## src/rtl/arith_pkg.sv

```systemverilog
// Shared definitions for the bit-serial arithmetic blocks.
package arith_pkg;
  localparam int ARITH_W = 8;

  typedef enum logic [1:0] {
    IDLE  = 2'd0,
    SHIFT = 2'd1,
    DONE  = 2'd2
  } state_t;
endpackage

```

## src/rtl/serial_sub_if.sv

```systemverilog
// Operand/result handshake bundle for serial_sub; master is the requester/consumer side.
interface serial_sub_if
  import arith_pkg::*;
#(
  parameter int WIDTH = ARITH_W
);
  logic             in_valid;
  logic             in_ready;
  logic [WIDTH-1:0] a;
  logic [WIDTH-1:0] b;
  logic             bin;
  logic             out_valid;
  logic             out_ready;
  logic [WIDTH-1:0] diff;
  logic             bout;
  logic             zero;
  logic             ovf;

  modport master (
    output in_valid, a, b, bin, out_ready,
    input  in_ready, out_valid, diff, bout, zero, ovf
  );

  modport slave (
    input  in_valid, a, b, bin, out_ready,
    output in_ready, out_valid, diff, bout, zero, ovf
  );
endinterface

```

## src/rtl/serial_sub_fa.sv

```systemverilog
// One-bit full-adder slice, the shared bit-cell of the serial arithmetic blocks.
module fa (
  output logic sum,
  output logic cout,
  input  logic a,
  input  logic b,
  input  logic cin
);
  logic w_p;

  assign w_p  = a ^ b;
  assign sum  = w_p ^ cin;
  assign cout = (a & b) | (cin & w_p);
endmodule

```

## src/rtl/serial_sub.sv

```systemverilog
// Bit-serial subtractor: diff = a - b - bin, LSB first, one full-adder slice.
module serial_sub
  import arith_pkg::*;
#(
  parameter int WIDTH = ARITH_W,
  parameter int CNT_W = $clog2(WIDTH) + 1
) (
  input  logic         clk,
  input  logic         rst,
  serial_sub_if.slave  bus
);
  state_t             r_state;
  logic [WIDTH-1:0]   r_a_sh;
  logic [WIDTH-1:0]   r_nb_sh;
  logic [WIDTH-2:0]   r_diff_sh;
  logic [CNT_W-1:0]   r_cnt;
  logic               r_carry;
  logic [WIDTH-1:0]   r_diff;
  logic               r_bout;
  logic               r_zero;
  logic               r_ovf;
  logic               r_out_valid;

  logic               w_s;
  logic               w_c;
  logic [WIDTH-1:0]   w_diff_fin;
  logic               w_last;

  // Subtraction as a + ~b + ~bin: the borrow is carried as its inverted carry.
  fa u_fa (
    .sum  (w_s),
    .cout (w_c),
    .a    (r_a_sh[0]),
    .b    (r_nb_sh[0]),
    .cin  (r_carry)
  );

  assign w_diff_fin = {w_s, r_diff_sh};
  assign w_last     = (r_cnt == CNT_W'(WIDTH - 1));

  always_ff @(posedge clk or posedge rst) begin
    if (rst) begin
      r_state     <= IDLE;
      r_a_sh      <= '0;
      r_nb_sh     <= '0;
      r_diff_sh   <= '0;
      r_cnt       <= '0;
      r_carry     <= 1'b0;
      r_diff      <= '0;
      r_bout      <= 1'b0;
      r_zero      <= 1'b0;
      r_ovf       <= 1'b0;
      r_out_valid <= 1'b0;
    end else begin
      case (r_state)
        IDLE: begin
          if (bus.in_valid) begin
            r_a_sh  <= bus.a;
            r_nb_sh <= ~bus.b;
            r_carry <= ~bus.bin;
            r_cnt   <= '0;
            r_state <= SHIFT;
          end
        end
        SHIFT: begin
          r_a_sh    <= r_a_sh >> 1;
          r_nb_sh   <= r_nb_sh >> 1;
          r_diff_sh <= w_diff_fin[WIDTH-1:1];
          r_carry   <= w_c;
          r_cnt     <= r_cnt + CNT_W'(1);
          if (w_last) begin
            // r_carry is the carry into the MSB here, w_c the carry out.
            r_diff      <= w_diff_fin;
            r_bout      <= ~w_c;
            r_ovf       <= r_carry ^ w_c;
            r_zero      <= (w_diff_fin == '0);
            r_out_valid <= 1'b1;
            r_state     <= DONE;
          end
        end
        DONE: begin
          if (bus.out_ready) begin
            r_out_valid <= 1'b0;
            r_state     <= IDLE;
          end
        end
        default: r_state <= IDLE;
      endcase
    end
  end

  assign bus.in_ready  = (r_state == IDLE) && !rst;
  assign bus.out_valid = r_out_valid;
  assign bus.diff      = r_diff;
  assign bus.bout      = r_bout;
  assign bus.zero      = r_zero;
  assign bus.ovf       = r_ovf;
endmodule

```

## src/flat_wrapper.sv

```systemverilog
// flat-port wrapper written by rule: the top's interface ports become plain ports
module serial_sub_flat import arith_pkg::*;
#(
  parameter int WIDTH = ARITH_W,
  parameter int CNT_W = $clog2(WIDTH) + 1
)
  (clk, rst, bus_in_valid, bus_a, bus_b, bus_bin, bus_out_ready, bus_in_ready, bus_out_valid, bus_diff, bus_bout, bus_zero, bus_ovf);
  serial_sub_if #(.WIDTH(WIDTH)) bus_i ();
  input  logic clk;
  input  logic rst;
  input wire logic [$bits(bus_i.in_valid)-1:0] bus_in_valid;
  input wire logic [$bits(bus_i.a)-1:0] bus_a;
  input wire logic [$bits(bus_i.b)-1:0] bus_b;
  input wire logic [$bits(bus_i.bin)-1:0] bus_bin;
  input wire logic [$bits(bus_i.out_ready)-1:0] bus_out_ready;
  output wire logic [$bits(bus_i.in_ready)-1:0] bus_in_ready;
  output wire logic [$bits(bus_i.out_valid)-1:0] bus_out_valid;
  output wire logic [$bits(bus_i.diff)-1:0] bus_diff;
  output wire logic [$bits(bus_i.bout)-1:0] bus_bout;
  output wire logic [$bits(bus_i.zero)-1:0] bus_zero;
  output wire logic [$bits(bus_i.ovf)-1:0] bus_ovf;
  assign bus_i.in_valid = bus_in_valid;
  assign bus_i.a = bus_a;
  assign bus_i.b = bus_b;
  assign bus_i.bin = bus_bin;
  assign bus_i.out_ready = bus_out_ready;
  assign bus_in_ready = bus_i.in_ready;
  assign bus_out_valid = bus_i.out_valid;
  assign bus_diff = bus_i.diff;
  assign bus_bout = bus_i.bout;
  assign bus_zero = bus_i.zero;
  assign bus_ovf = bus_i.ovf;
  serial_sub #(.WIDTH(WIDTH), .CNT_W(CNT_W)) u_core (.clk(clk), .rst(rst), .bus(bus_i));
endmodule
```

## config.mk

```make
export PLATFORM = sky130hd
export DESIGN_NAME = serial_sub_flat
export DESIGN_NICKNAME = d
export VERILOG_FILES = /design/src/rtl/arith_pkg.sv /design/src/rtl/serial_sub_if.sv /design/src/rtl/serial_sub_fa.sv /design/src/rtl/serial_sub.sv /design/src/flat_wrapper.sv
export SDC_FILE = /design/constraint.sdc
export NUM_CORES = 1
export LEC_CHECK = 0
export ABC_AREA = 1
export BUFFER_PORTS_ARGS = -buffer_cell sky130_fd_sc_hd__buf_4
export CORE_MARGIN = 2
export CORE_UTILIZATION = 55
export CTS_BUF_LIST = sky130_fd_sc_hd__clkbuf_4
export DETAILED_ROUTE_END_ITERATION = 6
export PLACE_DENSITY = 0.78
export SLEW_MARGIN = 20
export SYNTH_ARGS = -nofsm -noshare
export SYNTH_HDL_FRONTEND = slang
export SYNTH_SLANG_ARGS = --single-unit
```

## constraint.sdc

```tcl
create_clock -name clk -period 3.1 [get_ports clk]
set_input_delay 0 -clock clk [delete_from_list [all_inputs] [get_ports clk]]
set_output_delay 0 -clock clk [all_outputs]
set_load 0.05 [all_outputs]
```

==> results.py, run 1 <==
metrics = {
    "power": {
        "max-vdd-ir-drop_mv": 0.396,
        "power_leakage_nw": 1.27,
        "cell_area_power_density_nw_per_um2": 917,
    },
    "final_layout": {
        "final-seq-area_um2": 1050,
        "fillCellCount": 265,
        "drive_gt1_share_pct": 24.0,
        "stdcell_area_um2": 2450,
        "area_taken_by_multi_input_logic_gates_um2": 722,
        "diodes": 0,
        "layout_common_cells": "sky130_fd_sc_hd__nand2_1, sky130_fd_sc_hd__dfrtp_1, sky130_fd_sc_hd__nand3_1",
        "synthToLayoutAreaGrowth_pct": 24.5,
        "mostFrequentLayoutCell": "sky130_fd_sc_hd__nand2_1",
        "nNetsFinal": 293,
    },
    "yosys": {
        "synth.yosys.seq_area_share_pct": 53.4,
        "synthesized_cell_area_um2": 1970,
        "post_synth.cell_area_avg_um2": 9.03,
        "synth_fp_nets": 241,
        "synth-warning-count": 0,
        "synth.ff_latch_count": 42,
        "synthDistinctLibCells": 23,
        "syn_inst": 218,
    },
    "clock_tree": {
        "cts_htree_levels": 2,
        "clock_insertion_delay_worst_skew_ps": 360,
        "cts_buffers": 5,
        "post_cts_resize_count": 0,
        "cts_root_buffer": "sky130_fd_sc_hd__clkbuf_4",
        "clock_sink_count": 42,
        "tritoncts": "done",
        "clkSlewWorstSetupHoldPaths_ps": 110,
        "deepest_clock_path_buffer_count": 2,
    },
    "route": {
        "dr_total_vias": 1575,
        "initialDrtViolationCount": 82,
        "routed_wl_um": 3740,
        "route.detailed.wl_per_inst_um": 11.8,
        "first_pass_iters": 4,
        "detail_route.drc_violations": 0,
        "via_count_normalized_by_instance_count": 4.97,
        "ant_nets": 0,
    },
    "floorplan": {
        "floorplan.die.width_um": 63.8,
        "fp.coreArea_um2": 3390,
        "ios": 34,
        "core.rowCount": 21,
        "initial_utilization_pct": 58.1,
        "fp.dieH_um": 63.8,
        "area_of_the_die_um2": 4070,
    },
    "run_status": {
        "status": "finished, final reports clean",
    },
    "timing": {
        "timing_hold_violations_final": 0,
        "max_slew.worst_pin.slew_ps": 726,
        "max_slew_margin_pct": 51.5,
        "period_minus_slack_ps": 2180,
        "setup_viol": 0,
        "fmaxAchievable_mhz": 458,
        "timing.final.max_slew_violations": 0,
        "layout_worst_path_cycle_share_pct": 70.4,
        "tns_ps": 0,
        "finalClockSkew_ps": 11.8,
        "rsz0062_at_grt": "false",
    },
    "setup_path": {
        "crit_path_end_kind": "flop",
        "critPathLaunchType": "flop",
        "cp.required_ps": 3340,
        "worstSetupPathType": "flop to flop",
        "critPathArrivalTime_ps": 2420,
        "critical_path.max_fanout": 32,
    },
    "hold_path": {
        "min-delay-path-class": "input port to async pin",
    },
    "run": {
        "maxCapViolations": 0,
    },
    "global_route": {
        "antenna_found_initial": 0,
        "largest_net_degree_at_the_start_of_global_routing": 33,
        "grt_remaining_overflow": 0,
        "grt.total_usage_pct": 20.7,
        "grt_pass1_wl_um": 6500,
        "grt_pass1_vias": 1483,
    },
    "placed_design": {
        "dp_hpwl_um": 2300,
        "numPortBuffers": 33,
        "gpl.final_weighted_congestion": 0.772,
        "dpl-instance-area_um2": 2190,
    },
}
-- per-stage QoR --
stage                     cells  hold slack [ps]  util, %  setup WS, ps  total power [mW]
after global routing        317              400     72.3           751              2.41
after floorplan             218             91.9        -          1570              1.78
after detailed placement    288              176     64.5          1410              1.98
final                       317              339     72.3           918              2.25
after global placement      288              181     64.5          1460              1.95
after CTS                   317              347     72.3           942              2.26
-- layer usage --
metal  wire length, um  up-vias  global-route usage, %
li1                  -      802                      -
met1              1650      720                   26.8
met2              1860       41                   33.2
met3               158       12                   4.58
met4                74        0                   9.24
met5                 0        -                      0
-- final timing paths --
path                                                   from                               end  slack, ps  depth (start not counted)
setup / recovery              u_core.r_state[1]$_DFFE_PP0P_     u_core.r_nb_sh[7]$_DFFE_PP0P_        920                          5
hold / removal                                          rst   u_core.r_diff_sh[1]$_DFFE_PP0P_        340                          3
setup reg to reg              u_core.r_state[1]$_DFFE_PP0P_     u_core.r_nb_sh[7]$_DFFE_PP0P_        920                          5
hold reg to reg            u_core.bus.out_valid$_DFFE_PP0P_  u_core.bus.out_valid$_DFFE_PP0P_        490                          2
max in group asynchronous                               rst       u_core.r_cnt[0]$_DFFE_PP0P_       1990                          4
min in group clk                              bus_out_ready     u_core.r_state[1]$_DFFE_PP0P_        390                          3
-- repair_timing --
item / in CTS / in global routing
setup buffers: 0 / 0
hold buffers: 21 / 0
hold endpoints to repair: 39 / 0
-- synthesized netlist by cell type --
cell,count,area [um^2]
sky130_fd_sc_hd__inv_4,1,6.26
sky130_fd_sc_hd__inv_1,22,82.6
sky130_fd_sc_hd__o31ai_1,1,7.51
sky130_fd_sc_hd__nand3_2,2,20.0
sky130_fd_sc_hd__nor2_4,2,22.5
sky130_fd_sc_hd__buf_2,1,5.00
sky130_fd_sc_hd__nand4_1,1,6.26
sky130_fd_sc_hd__xor2_1,1,8.76
sky130_fd_sc_hd__nand2_2,4,25.0
sky130_fd_sc_hd__buf_6,6,67.6
sky130_fd_sc_hd__nand3_1,38,190
sky130_fd_sc_hd__dfrtp_1,42,1050
sky130_fd_sc_hd__o21ai_0,7,35.0
sky130_fd_sc_hd__o21ai_1,2,10.0
sky130_fd_sc_hd__buf_4,3,22.5
sky130_fd_sc_hd__o21ai_2,11,96.3
sky130_fd_sc_hd__nor2_1,6,22.5
sky130_fd_sc_hd__nand2_1,61,229
sky130_fd_sc_hd__inv_2,3,11.3
sky130_fd_sc_hd__nor3_1,1,5.00
sky130_fd_sc_hd__nand2_4,1,11.3
sky130_fd_sc_hd__ha_1,1,12.5
sky130_fd_sc_hd__fa_1,1,20.0
-- sequential cells by signal, indices dropped and copies added, names as in the netlist --
name	flops
u_core.bus.bout	1
u_core.r_state	2
u_core.r_carry	1
u_core.bus.ovf	1
u_core.r_cnt	4
u_core.bus.out_valid	1
u_core.bus.zero	1
u_core.r_diff_sh	7
u_core.r_nb_sh	8
u_core.bus.diff	8
u_core.r_a_sh	8
-- worst max-delay path, cell delays in order (launching register included) --
cell and delay (ps):
sky130_fd_sc_hd__dfrtp_1 450, sky130_fd_sc_hd__nor2_4 590, sky130_fd_sc_hd__inv_4 260, sky130_fd_sc_hd__nand3_1 130
sky130_fd_sc_hd__o21ai_1 70, sky130_fd_sc_hd__dlygate4sd3_1 560
-- cells by family after synthesis --
family | Yosys count | synth area share [%]
AOI/OAI and AO/OA | 21 | 7.57
xor gates and xnor gates | 1 | 0.445
adders and majority gates | 2 | 1.65
buffers and inverters | 36 | 9.92
DFF | 42 | 53.4
and+or+nand+nor | 116 | 27.0
-- power breakdown --
part           internal (mW)  switching (mW)  leakage, nW
registers              0.774           0.152        0.539
logic                  0.352           0.704        0.696
clock network         0.0941           0.171       0.0331
-- final cells by class --
class | instances | share of cell area, %
multi-input combinational | 140 | 29.5
sequential | 42 | 42.9
inverter | 26 | 4.09
clock inverter | 2 | 0.358
timing repair buffer | 55 | 19.0
clock buffer | 6 | 1.84
tap | 46 | 2.35
Note: power is estimated with default switching activity, not from simulation.
==> run 2: changes to the inputs <==
- clock period: 3.1 -> 2.1 ns (I/O delays scaled with it)
==> results.py, run 2 (synthesized netlist as in run 1, its figures left out) <==
metrics = {
    "global_route": {
        "antenna_found_initial": 0,
        "grt.total_usage_pct": 21.5,
        "largest_net_degree_at_the_start_of_global_routing": 43,
        "grt_pass1_vias": 1510,
        "grt_pass1_wl_um": 6680,
        "grt_remaining_overflow": 0,
    },
    "clock_tree": {
        "clkSlewWorstSetupHoldPaths_ps": 130,
        "clock_insertion_delay_worst_skew_ps": 360,
        "cts_root_buffer": "sky130_fd_sc_hd__clkbuf_4",
        "deepest_clock_path_buffer_count": 2,
        "cts_htree_levels": 2,
        "cts_buffers": 5,
        "clock_sink_count": 42,
        "tritoncts": "done",
    },
    "placed_design": {
        "gpl.final_weighted_congestion": 0.755,
        "numPortBuffers": 33,
        "dp_hpwl_um": 2350,
        "pre_cts_ws_ps": 624,
        "post-place-cells": 289,
    },
    "timing": {
        "fmaxAchievable_mhz": 516,
        "finalClockSkew_ps": 10.7,
        "timing.final.max_slew_violations": 0,
        "rsz0062_at_grt": "false",
        "period_minus_slack_ps": 1940,
        "setup_viol": 0,
        "max_slew_margin_pct": 65.9,
        "tns_ps": 0,
        "max_slew.worst_pin.slew_ps": 512,
        "timing_hold_violations_final": 0,
        "layout_worst_path_cycle_share_pct": 92.2,
        "finalWorstSetupSlack_ps": 163,
    },
    "route": {
        "detail_route.drc_violations": 0,
        "route.detailed.wl_per_inst_um": 12.3,
        "routed_wl_um": 3900,
        "first_pass_iters": 5,
        "dr_total_vias": 1633,
        "initialDrtViolationCount": 83,
        "via_count_normalized_by_instance_count": 5.14,
        "ant_nets": 0,
    },
    "final_layout": {
        "postLayoutCoreUtil_pct": 73.9,
        "layout_common_cells": "sky130_fd_sc_hd__nand2_1, sky130_fd_sc_hd__dfrtp_1, sky130_fd_sc_hd__nand3_1",
        "nNetsFinal": 294,
        "post_layout_nonfiller_instances": 318,
        "synthToLayoutAreaGrowth_pct": 27.3,
        "mostFrequentLayoutCell": "sky130_fd_sc_hd__nand2_1",
        "diodes": 0,
        "drive_gt1_share_pct": 24.3,
        "fillCellCount": 234,
    },
    "setup_path": {
        "crit_path_end_kind": "flop",
        "reg2reg_depth": 5,
        "r2r_start": "u_core.r_state[1]$_DFFE_PP0P_",
        "worstSetupPathType": "flop to flop",
        "critPathLaunchType": "flop",
        "r2r_slack_ps": 160,
        "cp.required_ps": 2350,
        "rr_endpoint": "u_core.r_nb_sh[7]$_DFFE_PP0P_",
        "critical_path.max_fanout": 25,
        "critPathArrivalTime_ps": 2190,
    },
    "floorplan": {
        "floorplan.die.width_um": 63.8,
        "area_of_the_die_um2": 4070,
        "ios": 34,
        "initial_utilization_pct": 58.1,
        "fp.coreArea_um2": 3390,
        "core.rowCount": 21,
        "fp.dieH_um": 63.8,
    },
    "power": {
        "power_report.internal_total_mw": 2.04,
        "swShare_pct": 43.0,
        "p_clk_share_pct": 17.5,
        "power_spent_charging_and_discharging_nets_mw": 1.54,
        "design_power_total_mw": 3.58,
        "max-vdd-ir-drop_mv": 0.711,
        "seq_power_share_pct": 38.3,
        "cell_area_power_density_nw_per_um2": 1430,
        "power.combinational.fraction_pct": 44.1,
        "power_leakage_nw": 1.29,
    },
    "hold_path": {
        "min-delay-path-class": "input port to async pin",
    },
    "run_status": {
        "status": "finished, final reports clean",
    },
    "run": {
        "maxCapViolations": 0,
    },
}
-- run 2: through the flow --
step,hold WS [ps],instance area (um^2)
2_1_floorplan,91.9,1970
3_3_place_gp,177,2190
3_5_place_dp,177,2190
4_1_cts,341,2500
5_1_grt,378,2500
6_report,352,2500
-- run 2: repair_timing --
action / CTS / global route
hold buffers: 21 / 0
endpoints found under the hold margin: 62 / 0
gates resized for setup: 0 / 0
buffers inserted: 0 / 0
-- run 2: worst max path at each step --
stage	startpoint	end	slack, ps
2_1_floorplan	u_core.r_state[1]$_DFFE_PP0P_	bus_in_ready	570
5_1_grt	u_core.r_state[1]$_DFFE_PP0P_	u_core.r_nb_sh[7]$_DFFE_PP0P_	40
3_3_place_gp	u_core.r_a_sh[0]$_DFFE_PP0P_	u_core.bus.zero$_DFFE_PP0P_	650
4_1_cts	u_core.r_state[1]$_DFFE_PP0P_	u_core.r_nb_sh[7]$_DFFE_PP0P_	160
6_report	u_core.r_state[1]$_DFFE_PP0P_	u_core.r_nb_sh[7]$_DFFE_PP0P_	160
3_5_place_dp	u_core.r_a_sh[0]$_DFFE_PP0P_	u_core.bus.zero$_DFFE_PP0P_	620
-- run 2: worst max-delay path: stages, from the launching register on --
cell                            delay [ps]
sky130_fd_sc_hd__dfrtp_1               450
sky130_fd_sc_hd__nor2_4                410
sky130_fd_sc_hd__inv_4                 220
sky130_fd_sc_hd__nand3_1               120
sky130_fd_sc_hd__o21ai_1                70
sky130_fd_sc_hd__dlygate4sd3_1         550
-- run 2: area by class of cell --
class                      instances  area (um^2)  share of cell area (%)
clock buffer                       5         37.5                    1.50
clock inverter                     3         63.8                    2.55
inverter                          26          100                    4.00
multi-input combinational        140          722                    28.8
sequential                        42         1050                    42.0
tap                               46         57.6                    2.30
timing repair buffer              56          473                    18.9
-- run 2: power groups by stage --
stage                     Combinational, mW  Sequential, mW  Clock, mW
after floorplan                       0.948            1.68          0
after global placement                 1.52            1.38          0
after detailed placement               1.55            1.38          0
after CTS                              1.59            1.37      0.644
after global routing                   1.76            1.42      0.673
final                                  1.58            1.37      0.627
-- run 2: routing by layer --
metal  vias up  track usage [%]  wire [um]  share of wire, %
met4         0             8.97         91               2.3
met1       779             25.6       1640                42
met5         -                0          0                 0
met2        47             35.5       1980                51
li1        798                -          -                 -
met3         9             7.04        186               4.8
